==> src/rtl/slt_seq_cmp_if.sv <==
// Handshake/operand bundle for the chunk-serial set-on-compare unit.
// Master drives requests and consumes results; slave is the compare unit.
interface slt_seq_cmp_if #(
    parameter int unsigned WIDTH = 32
);
    logic             in_valid;
    logic             in_ready;
    logic [WIDTH-1:0] a;
    logic [WIDTH-1:0] b;
    logic [1:0]       op;
    logic             out_valid;
    logic             out_ready;
    logic [WIDTH:0]   result;
    logic             ovf;

    modport master (
        output in_valid, a, b, op, out_ready,
        input  in_ready, out_valid, result, ovf
    );

    modport slave (
        input  in_valid, a, b, op, out_ready,
        output in_ready, out_valid, result, ovf
    );
endinterface

==> src/rtl/slt_seq_cmp.sv <==
// Multi-cycle set-on-compare: A-B is formed CHUNK bits per cycle (LSB first),
// then SLT/SLTU/SEQ/SNE is resolved from N, V, C and the accumulated zero flag.
module slt_seq_cmp #(
    parameter int unsigned WIDTH = 32,
    parameter int unsigned CHUNK = 8
) (
    input  logic         clk,
    input  logic         reset_n,
    slt_seq_cmp_if.slave bus
);
    localparam int unsigned NCHUNK = WIDTH / CHUNK;
    localparam int unsigned CW     = (NCHUNK > 1) ? $clog2(NCHUNK) : 1;
    localparam logic [CW-1:0] LAST = CW'(NCHUNK - 1);

    typedef enum logic [1:0] {
        IDLE = 2'd0,
        CALC = 2'd1,
        DONE = 2'd2
    } state_t;

    state_t            state_q, state_nxt;
    logic [WIDTH-1:0]  a_q, b_q, diff_q, diff_nxt;
    logic [1:0]        op_q;
    logic              carry_q, zero_q;
    logic [CW-1:0]     cnt_q;
    logic [WIDTH:0]    result_q;
    logic              ovf_q;

    logic [CHUNK-1:0]  a_ch, b_ch;
    logic [CHUNK:0]    sum;
    logic              n_flag, v_flag, z_flag, cond, last;

    assign last = (cnt_q == LAST);

    // Chunk select by comparison against every index keeps the slice widths constant.
    always_comb begin
        a_ch     = '0;
        b_ch     = '0;
        diff_nxt = diff_q;
        for (int unsigned i = 0; i < NCHUNK; i++) begin
            if (cnt_q == CW'(i)) begin
                a_ch = a_q[i*CHUNK +: CHUNK];
                b_ch = b_q[i*CHUNK +: CHUNK];
            end
        end
        sum = {1'b0, a_ch} + {1'b0, ~b_ch} + {{CHUNK{1'b0}}, carry_q};
        for (int unsigned i = 0; i < NCHUNK; i++) begin
            if (cnt_q == CW'(i)) diff_nxt[i*CHUNK +: CHUNK] = sum[CHUNK-1:0];
        end
        n_flag = diff_nxt[WIDTH-1];
        v_flag = (a_q[WIDTH-1] ^ b_q[WIDTH-1]) & (a_q[WIDTH-1] ^ n_flag);
        z_flag = zero_q & (sum[CHUNK-1:0] == '0);
        case (op_q)
            2'b00:   cond = n_flag ^ v_flag;
            2'b01:   cond = ~sum[CHUNK];
            2'b10:   cond = z_flag;
            default: cond = ~z_flag;
        endcase
    end

    always_comb begin
        state_nxt = state_q;
        case (state_q)
            IDLE:    if (bus.in_valid) state_nxt = CALC;
            CALC:    if (last) state_nxt = DONE;
            DONE:    if (bus.out_ready) state_nxt = IDLE;
            default: state_nxt = IDLE;
        endcase
    end

    always_ff @(posedge clk) begin
        if (!reset_n) begin
            state_q  <= IDLE;
            a_q      <= '0;
            b_q      <= '0;
            op_q     <= '0;
            diff_q   <= '0;
            carry_q  <= 1'b0;
            zero_q   <= 1'b0;
            cnt_q    <= '0;
            result_q <= '0;
            ovf_q    <= 1'b0;
        end else begin
            state_q <= state_nxt;
            case (state_q)
                IDLE: begin
                    if (bus.in_valid) begin
                        a_q     <= bus.a;
                        b_q     <= bus.b;
                        op_q    <= bus.op;
                        diff_q  <= '0;
                        carry_q <= 1'b1;
                        zero_q  <= 1'b1;
                        cnt_q   <= '0;
                    end
                end
                CALC: begin
                    diff_q  <= diff_nxt;
                    carry_q <= sum[CHUNK];
                    zero_q  <= z_flag;
                    cnt_q   <= last ? '0 : cnt_q + CW'(1);
                    if (last) begin
                        result_q <= {{WIDTH{1'b0}}, cond};
                        ovf_q    <= v_flag;
                    end
                end
                default: ;
            endcase
        end
    end

    assign bus.in_ready  = (state_q == IDLE);
    assign bus.out_valid = (state_q == DONE);
    assign bus.result    = result_q;
    assign bus.ovf       = ovf_q;
endmodule

==> src/flat_wrapper.sv <==
// flat-port wrapper written by rule: the top's interface ports become plain ports
module slt_seq_cmp_flat 
#(
    parameter int unsigned WIDTH = 32,
    parameter int unsigned CHUNK = 8
)
  (clk, reset_n, bus_in_valid, bus_a, bus_b, bus_op, bus_out_ready, bus_in_ready, bus_out_valid, bus_result, bus_ovf);
  slt_seq_cmp_if #(.WIDTH(WIDTH)) bus_i ();
  input  logic clk;
  input  logic reset_n;
  input wire logic [$bits(bus_i.in_valid)-1:0] bus_in_valid;
  input wire logic [$bits(bus_i.a)-1:0] bus_a;
  input wire logic [$bits(bus_i.b)-1:0] bus_b;
  input wire logic [$bits(bus_i.op)-1:0] bus_op;
  input wire logic [$bits(bus_i.out_ready)-1:0] bus_out_ready;
  output wire logic [$bits(bus_i.in_ready)-1:0] bus_in_ready;
  output wire logic [$bits(bus_i.out_valid)-1:0] bus_out_valid;
  output wire logic [$bits(bus_i.result)-1:0] bus_result;
  output wire logic [$bits(bus_i.ovf)-1:0] bus_ovf;
  assign bus_i.in_valid = bus_in_valid;
  assign bus_i.a = bus_a;
  assign bus_i.b = bus_b;
  assign bus_i.op = bus_op;
  assign bus_i.out_ready = bus_out_ready;
  assign bus_in_ready = bus_i.in_ready;
  assign bus_out_valid = bus_i.out_valid;
  assign bus_result = bus_i.result;
  assign bus_ovf = bus_i.ovf;
  slt_seq_cmp #(.WIDTH(WIDTH), .CHUNK(CHUNK)) u_core (.clk(clk), .reset_n(reset_n), .bus(bus_i));
endmodule
==> config.mk <==
export PLATFORM = sky130hd
export DESIGN_NAME = slt_seq_cmp_flat
export DESIGN_NICKNAME = d
export VERILOG_FILES = /design/src/rtl/slt_seq_cmp_if.sv /design/src/rtl/slt_seq_cmp.sv /design/src/flat_wrapper.sv
export SDC_FILE = /design/constraint.sdc
export NUM_CORES = 1
export LEC_CHECK = 0
export CAP_MARGIN = 20
export CORE_UTILIZATION = 35
export DETAILED_ROUTE_END_ITERATION = 16
export GPL_TIMING_DRIVEN = 1
export SLEW_MARGIN = 20
export SYNTH_ARGS = -nofsm -noshare
export SYNTH_HDL_FRONTEND = slang
export SYNTH_SLANG_ARGS = --single-unit
export TNS_END_PERCENT = 5
==> constraint.sdc <==
create_clock -name clk -period 9.2 [get_ports clk]
set_input_delay 1.84 -clock clk [delete_from_list [all_inputs] [get_ports clk]]
set_output_delay 1.84 -clock clk [all_outputs]
set_load 0.02 [all_outputs]
# Word level (Yosys, flattened, before mapping)
# Cells that the tools add are included.
[word_totals] in_bits=70 regBits=75
[classes] n_eq_ne=10 addsub=3 reduce_logical=9 n_bitwise=8 muxes=25
[op_table] operator="2-to-1 mux 8 bit" count=12
[op_table] operator="case mux 32 bit (2 select lines)" count=1
[op_table] operator="2-to-1 mux 32 bit" count=1
[op_table] operator="2-to-1 mux 2 bit" count=5
[op_table] operator="adder 8 x 8 -> 9 bit" count=1
[op_table] operator="adder 9 x 1 -> 9 bit" count=1
[op_table] operator="== test 2 bit, second input constant" count=4
[op_table] operator="logical NOT 8 bit" count=1
[op_table] operator="NOT 8 bit" count=1
[op_table] operator="== test 2 x 1 -> 1 bit, second input constant" count=3
[op_table] operator="logical NOT 2 bit" count=3
[op_table] operator="case mux 2 bit (3 select lines)" count=1
[op_table] operator="AND reduction 2 bit" count=3
[op_table] operator="!= test 2 bit, second input constant" count=2
[op_table] operator="case mux 1 bit (2 select lines)" count=2
[op_table] operator="case mux 2 bit (2 select lines)" count=1
[op_table] operator="case mux 1 bit (3 select lines)" count=1
[op_table] operator="AND reduction 3 bit" count=1
[op_table] operator="bitwise XOR 1 bit" count=3
[op_table] operator="adder 2 x 1 -> 2 bit, second input constant" count=1
[op_table] operator="bitwise AND 1 bit" count=2
[op_table] operator="!= test 2 x 1 -> 1 bit, second input constant" count=1
[op_table] operator="NOT 1 bit" count=2
[op_table] operator="nonzero test 2 bit" count=1
[op_table] operator="2-to-1 mux 1 bit" count=1

# Depth between registers and ports, before layout
[depth] word_depth=13 depth_mapped=19

# Worst setup path after synthesis
# No wires, ideal clock.
[synth_path] path_kind="flip-flop to flip-flop" startpoint="reg u_core.cnt_q[0]" endpoint="reg u_core.result_q[0], in the netlist u_core.bus.result[0]" required_time_ps=9108 t_arrival_ps=3340 path_slack_ps=5767 path_stages_with_launch=20 path_cell_list="dfxtp_1 > inv_1 > ha_1 > clkbuf_1 > clkbuf_1 > nand2_1 > nor2_1 > a21oi_1 > nor2_1 > a21oi_1 > o21ai_0 > fa_1 > inv_1 > fa_1 > a211oi_1 > o21bai_1 > o31ai_1 > o2111ai_2 > o211a_1 > o32ai_1"
[synth_between] elab_chain_len=13 elab_cells_between_ends=25 cone_classes="2 x add/sub; 3 x eq/ne; 10 x mux; 7 x bitwise; 3 x reduce/logical"
[synth_rtl] item="start: declaration" line_no="slt_seq_cmp.sv:25" source="logic [CW-1:0] cnt_q;"
[synth_rtl] item="start signal: assignment" line_no="slt_seq_cmp.sv:101" source="cnt_q <= last ? '0 : cnt_q + CW'(1);"
[synth_rtl] item="logical NOT 2 bit" line_no="slt_seq_cmp.sv:41" source="if (cnt_q == CW'(i)) begin"
[synth_rtl] item="2-to-1 mux 8 bit (4 in a row)" line_no="slt_seq_cmp.sv:41"
[synth_rtl] item="NOT 8 bit" line_no="slt_seq_cmp.sv:46" source="sum = {1'b0, a_ch} + {1'b0, ~b_ch} + {{CHUNK{1'b0}}, carry_q};"
[synth_rtl] item="adder 8 x 8 -> 9 bit" line_no="slt_seq_cmp.sv:46"
[synth_rtl] item="adder 9 x 1 -> 9 bit" line_no="slt_seq_cmp.sv:46"
[synth_rtl] item="2-to-1 mux 8 bit" line_no="slt_seq_cmp.sv:48" source="if (cnt_q == CW'(i)) diff_nxt[i*CHUNK +: CHUNK] = sum[CHUNK-1:0];"
[synth_rtl] item="bitwise XOR 1 bit" line_no="slt_seq_cmp.sv:51" source="v_flag = (a_q[WIDTH-1] ^ b_q[WIDTH-1]) & (a_q[WIDTH-1] ^ n_flag);"
[synth_rtl] item="bitwise AND 1 bit" line_no="slt_seq_cmp.sv:51"
[synth_rtl] item="bitwise XOR 1 bit" line_no="slt_seq_cmp.sv:54" source="2'b00: cond = n_flag ^ v_flag;"
[synth_rtl] item="case mux 1 bit (3 select lines)" line_no="slt_seq_cmp.sv:53" source="case (op_q)"
[synth_rtl] item="end signal: assignment" line_no="slt_seq_cmp.sv:103" source="result_q <= {{WIDTH{1'b0}}, cond};"
[synth_rtl] item="end: declaration" line_no="slt_seq_cmp.sv:26" source="logic [WIDTH:0] result_q;"
# Several ways; a longest one is shown, not always the timed one. The select of a mux whose other input is x is not followed.
# A chain may end at the register's enable or synchronous reset.

# Worst setup path after layout
# Same ends and word-level chain as after synthesis.

==> summary.md <==
| Metric | Value |
|---|---|
| Clk buf depth | 2 |
| Syn Area/Cell | 7.124 µm² |
| Total Routed Length | 9274 µm |
| Clock transition at path regs | 80 ps |
| Number of synthesized flops with an enable pin | 0 |
| Hold_buf cts | 0 |
| Vias in the first global route | 3282 |
| Met1 Track Usage GR | 0.2222 |
| DR iter-0 viols | around 130 |
| Cell chain of the critical path | inv_1 -> ha_1 -> nand2_1 -> nor2_1 -> a21oi_1 -> nor2_1 -> a21oi_1 -> o21ai_0 -> fa_1 -> inv_1 -> fa_1 -> a211oi_1 -> o21bai_1 -> o31ai_1 -> o2111ai_2 -> o211a_1 -> o32ai_1 |
| P_int | 566.0 µW |
| RSZ-0062 raised after global routing | false |
| Clock power frac | 0.350 |
| Post-CTS Resized | 0 |
| Worst clock skew | 10.85 ps |
| Synth cell count leaders | nand2_1, a21oi_1, dfxtp_1 |
| Overall Global Routing Usage | 0.1673 |
| Nets@finish | roughly 690 |
| Worst skew pair latency | 350 ps |
| Fin. max-slew vios | 0 |
| Comb power frac | 0.206 |
| Sw Ratio | 0.2885 |
| Top-count cell post-synth | nand2_1 |
| Synthesized instance count | 549 |
| VDD IR-drop max | ~0.079 mV |
| GP Congestion | 0.8026 |
| Via density | 4.773 |
| Min Tclk post-route | 3836 ps |
| Fillers | 1122 |
| Final cycle utilization of the critical path | 0.4169 |
| Critical Path Sink Type | register |
| Routed Antenna Nets | 0 |
| Met3 Use GR | 0.03874 |
| Highest-delay cell along the critical path | ha_1 |
| Share of total power in sequential cells | 0.445 |
| H-tree Lvls | 3 |
| Clk sinks | 75 |
| Worst path max stage delay | 560 ps |
| P&R area growth vs syn | 23.22% |
| Psw | 229.5 µW |
| Post-route insts no fill | 748 |
| Top_reg_cell synth | dfxtp_1 |
| Final setup fails | 0 |
| Total core area | 0.01084 mm² |
| Residual DRC | 0 |
| Hold Crit Class | reg2reg |
| First-pass GRT wire length | 15180 µm |
| Post-CTS Setup Bufs | 0 |
| CTS tree | done |
| Max-cap viol count | 0 |
| Die Span Y | 107.7 µm |
| Dpl cells | approximately 730 |
| GR peak layer | met2 |
| Count of cell types in the netlist | 40 |
| HPWL Detailed | 6649 µm |
| Worst hold path cell count | 2 |
| CP startpoint kind | register |
| Reg2reg setup slack | 5360 ps |
| Core Rows | 38 |
| Seq cells post-synth | 75 |
| Status | complete, no violations |
| Register area share after synthesis | 0.3839 |
| Port Buffers | 73 |
| Top cell type by total area after synthesis | dfxtp_1 |
| Met2 Use GR | 0.2637 |
| Cell Area, Synth | 0.003911 mm² |
| Critical path type | reg2reg |
| Pre-antenna DRT Iters | 5 |
| Hold_ws | between 400 and 500 ps |
| Peak Freq | 260.7 MHz |
| Worst-Margin Slew | 894.8 ps |
| Post-synth top area share | 0.3839 |
| Die W | 107.7 µm |
| Initial Utilization | 0.3608 |
| Overflow after GRT | 0 |
| Layout cell share with drive strength beyond 1 | 0.03947 |
| Setup TNS | 0 ps |
| Critical Path AT | 4080 ps |
| Worst-path maximum fanout | 16 |
| N_diodes | 0 |
| Full die area | approximately 0.012 mm² |
| Synth area leaders | dfxtp_1, nand2_1, a21oi_1 |
| Power Dens Cells | 165.0 mW/mm² |
| Asr flop ratio synth | 0 |
| CTS buffer count | 9 |
| Worst Path Required | 9440 ps |
| I/O Pins | 106 |
| Worst R2R Path Depth | 17 |
| CTS root buffer | clkbuf_8 |
| Largest net degree at the start of global routing | 75 |
| Slew margin rel. | 0.4035 |
| Yosys Warn Count | 0 |
| Final Hold Viols | 0 |
| Routed wire per std cell | 12.40 µm |
| DR vias | about 3600 |
| Leakage | 1.896 nW |
| Initial antenna violation count | 0 |
-- critical path: cells and delay by family (launching register included) --
family,cells,cell delay (ps)
AO/OA/AOI/OAI,9,1700
adder cells (fa/ha/maj),3,1210
buffers and inverters,2,150
flip-flops,1,360
AND/OR/NAND/NOR,3,310
-- final timing paths --
path,to,from
max,u_core.bus.result[0],u_core.cnt_q[0]
min,u_core.a_q[27],u_core.a_q[27]
max reg2reg,u_core.bus.result[0],u_core.cnt_q[0]
min reg2reg,u_core.a_q[27],u_core.a_q[27]
-- power by group through the flow --
stage	Sequential, mW	Clock [mW]	Combinational, mW
floorplan	0.358	0	0.120
global placement	0.361	0	0.160
detailed placement	0.361	0	0.164
CTS	0.354	0.285	0.164
global route	0.356	0.299	0.184
finish	0.354	0.278	0.164
-- layout by cell type, fill, tap and decap left out, drive strengths merged, types with 4 or more instances in the layout --
cell	count
dfxtp	75
a21oi	96
nor2	42
conb	32
ha	11
clkbuf	10
nand2b	4
clkdlybuf4s50	73
mux2i	10
nand2	168
inv	11
nor2b	5
o21ai	24
buf	4
-- layout make-up --
type                       instances  area (µm²)  area share
clock inverter                     6       87.58     0.01817
sequential                        75        1501      0.3115
clock buffer                      10       127.6     0.02648
timing repair buffer              77       760.7      0.1578
inverter                          10       37.54    0.007788
tap                              140       175.2     0.03634
multi-input combinational        430        2130      0.4418
-- cell families after synthesis --
logic type               share of synthesized area
flip-flops                                  0.3839
AO/OA/AOI/OAI                               0.2006
AND/OR/NAND/NOR                             0.2364
adder cells (fa/ha/maj)                    0.04543
XOR/XNOR                                  0.004479
other                                    0.0009588
multiplexers                               0.02559
buffers and inverters                       0.1027
-- metal layers --
metal / wire length (µm) / vias up
li1: - / 1857
met1: 4487 / 1593
met2: 4237 / 107
met3: 415 / 13
met4: 133 / 0
met5: 0 / -
-- sequential cells by signal (all words and copies together), names as in the netlist --
register,cells
u_core.bus.ovf,1
u_core.zero_q,1
u_core.state_q,2
u_core.carry_q,1
u_core.bus.result,1
u_core.b_q,32
u_core.a_q,32
u_core.diff_q,1
u_core.cnt_q,2
u_core.op_q,2
-- through the flow --
| step | util | area (µm²) | total power, mW | worst slack, ps |
|---|---|---|---|---|
| 5_1_grt | 0.4446 | 4820 | 0.8388 | 4900 |
| 6_report | 0.4446 | 4820 | 0.7955 | 5364 |
| 4_1_cts | 0.4446 | 4820 | 0.8026 | 5350 |
| 2_1_floorplan | - | 4028 | 0.4775 | 5767 |
| 3_3_place_gp | 0.4247 | 4604 | 0.5210 | 5585 |
| 3_5_place_dp | 0.4247 | 4604 | 0.5249 | 5400 |
No activity file was read; power rests on OpenSTA's default activity.
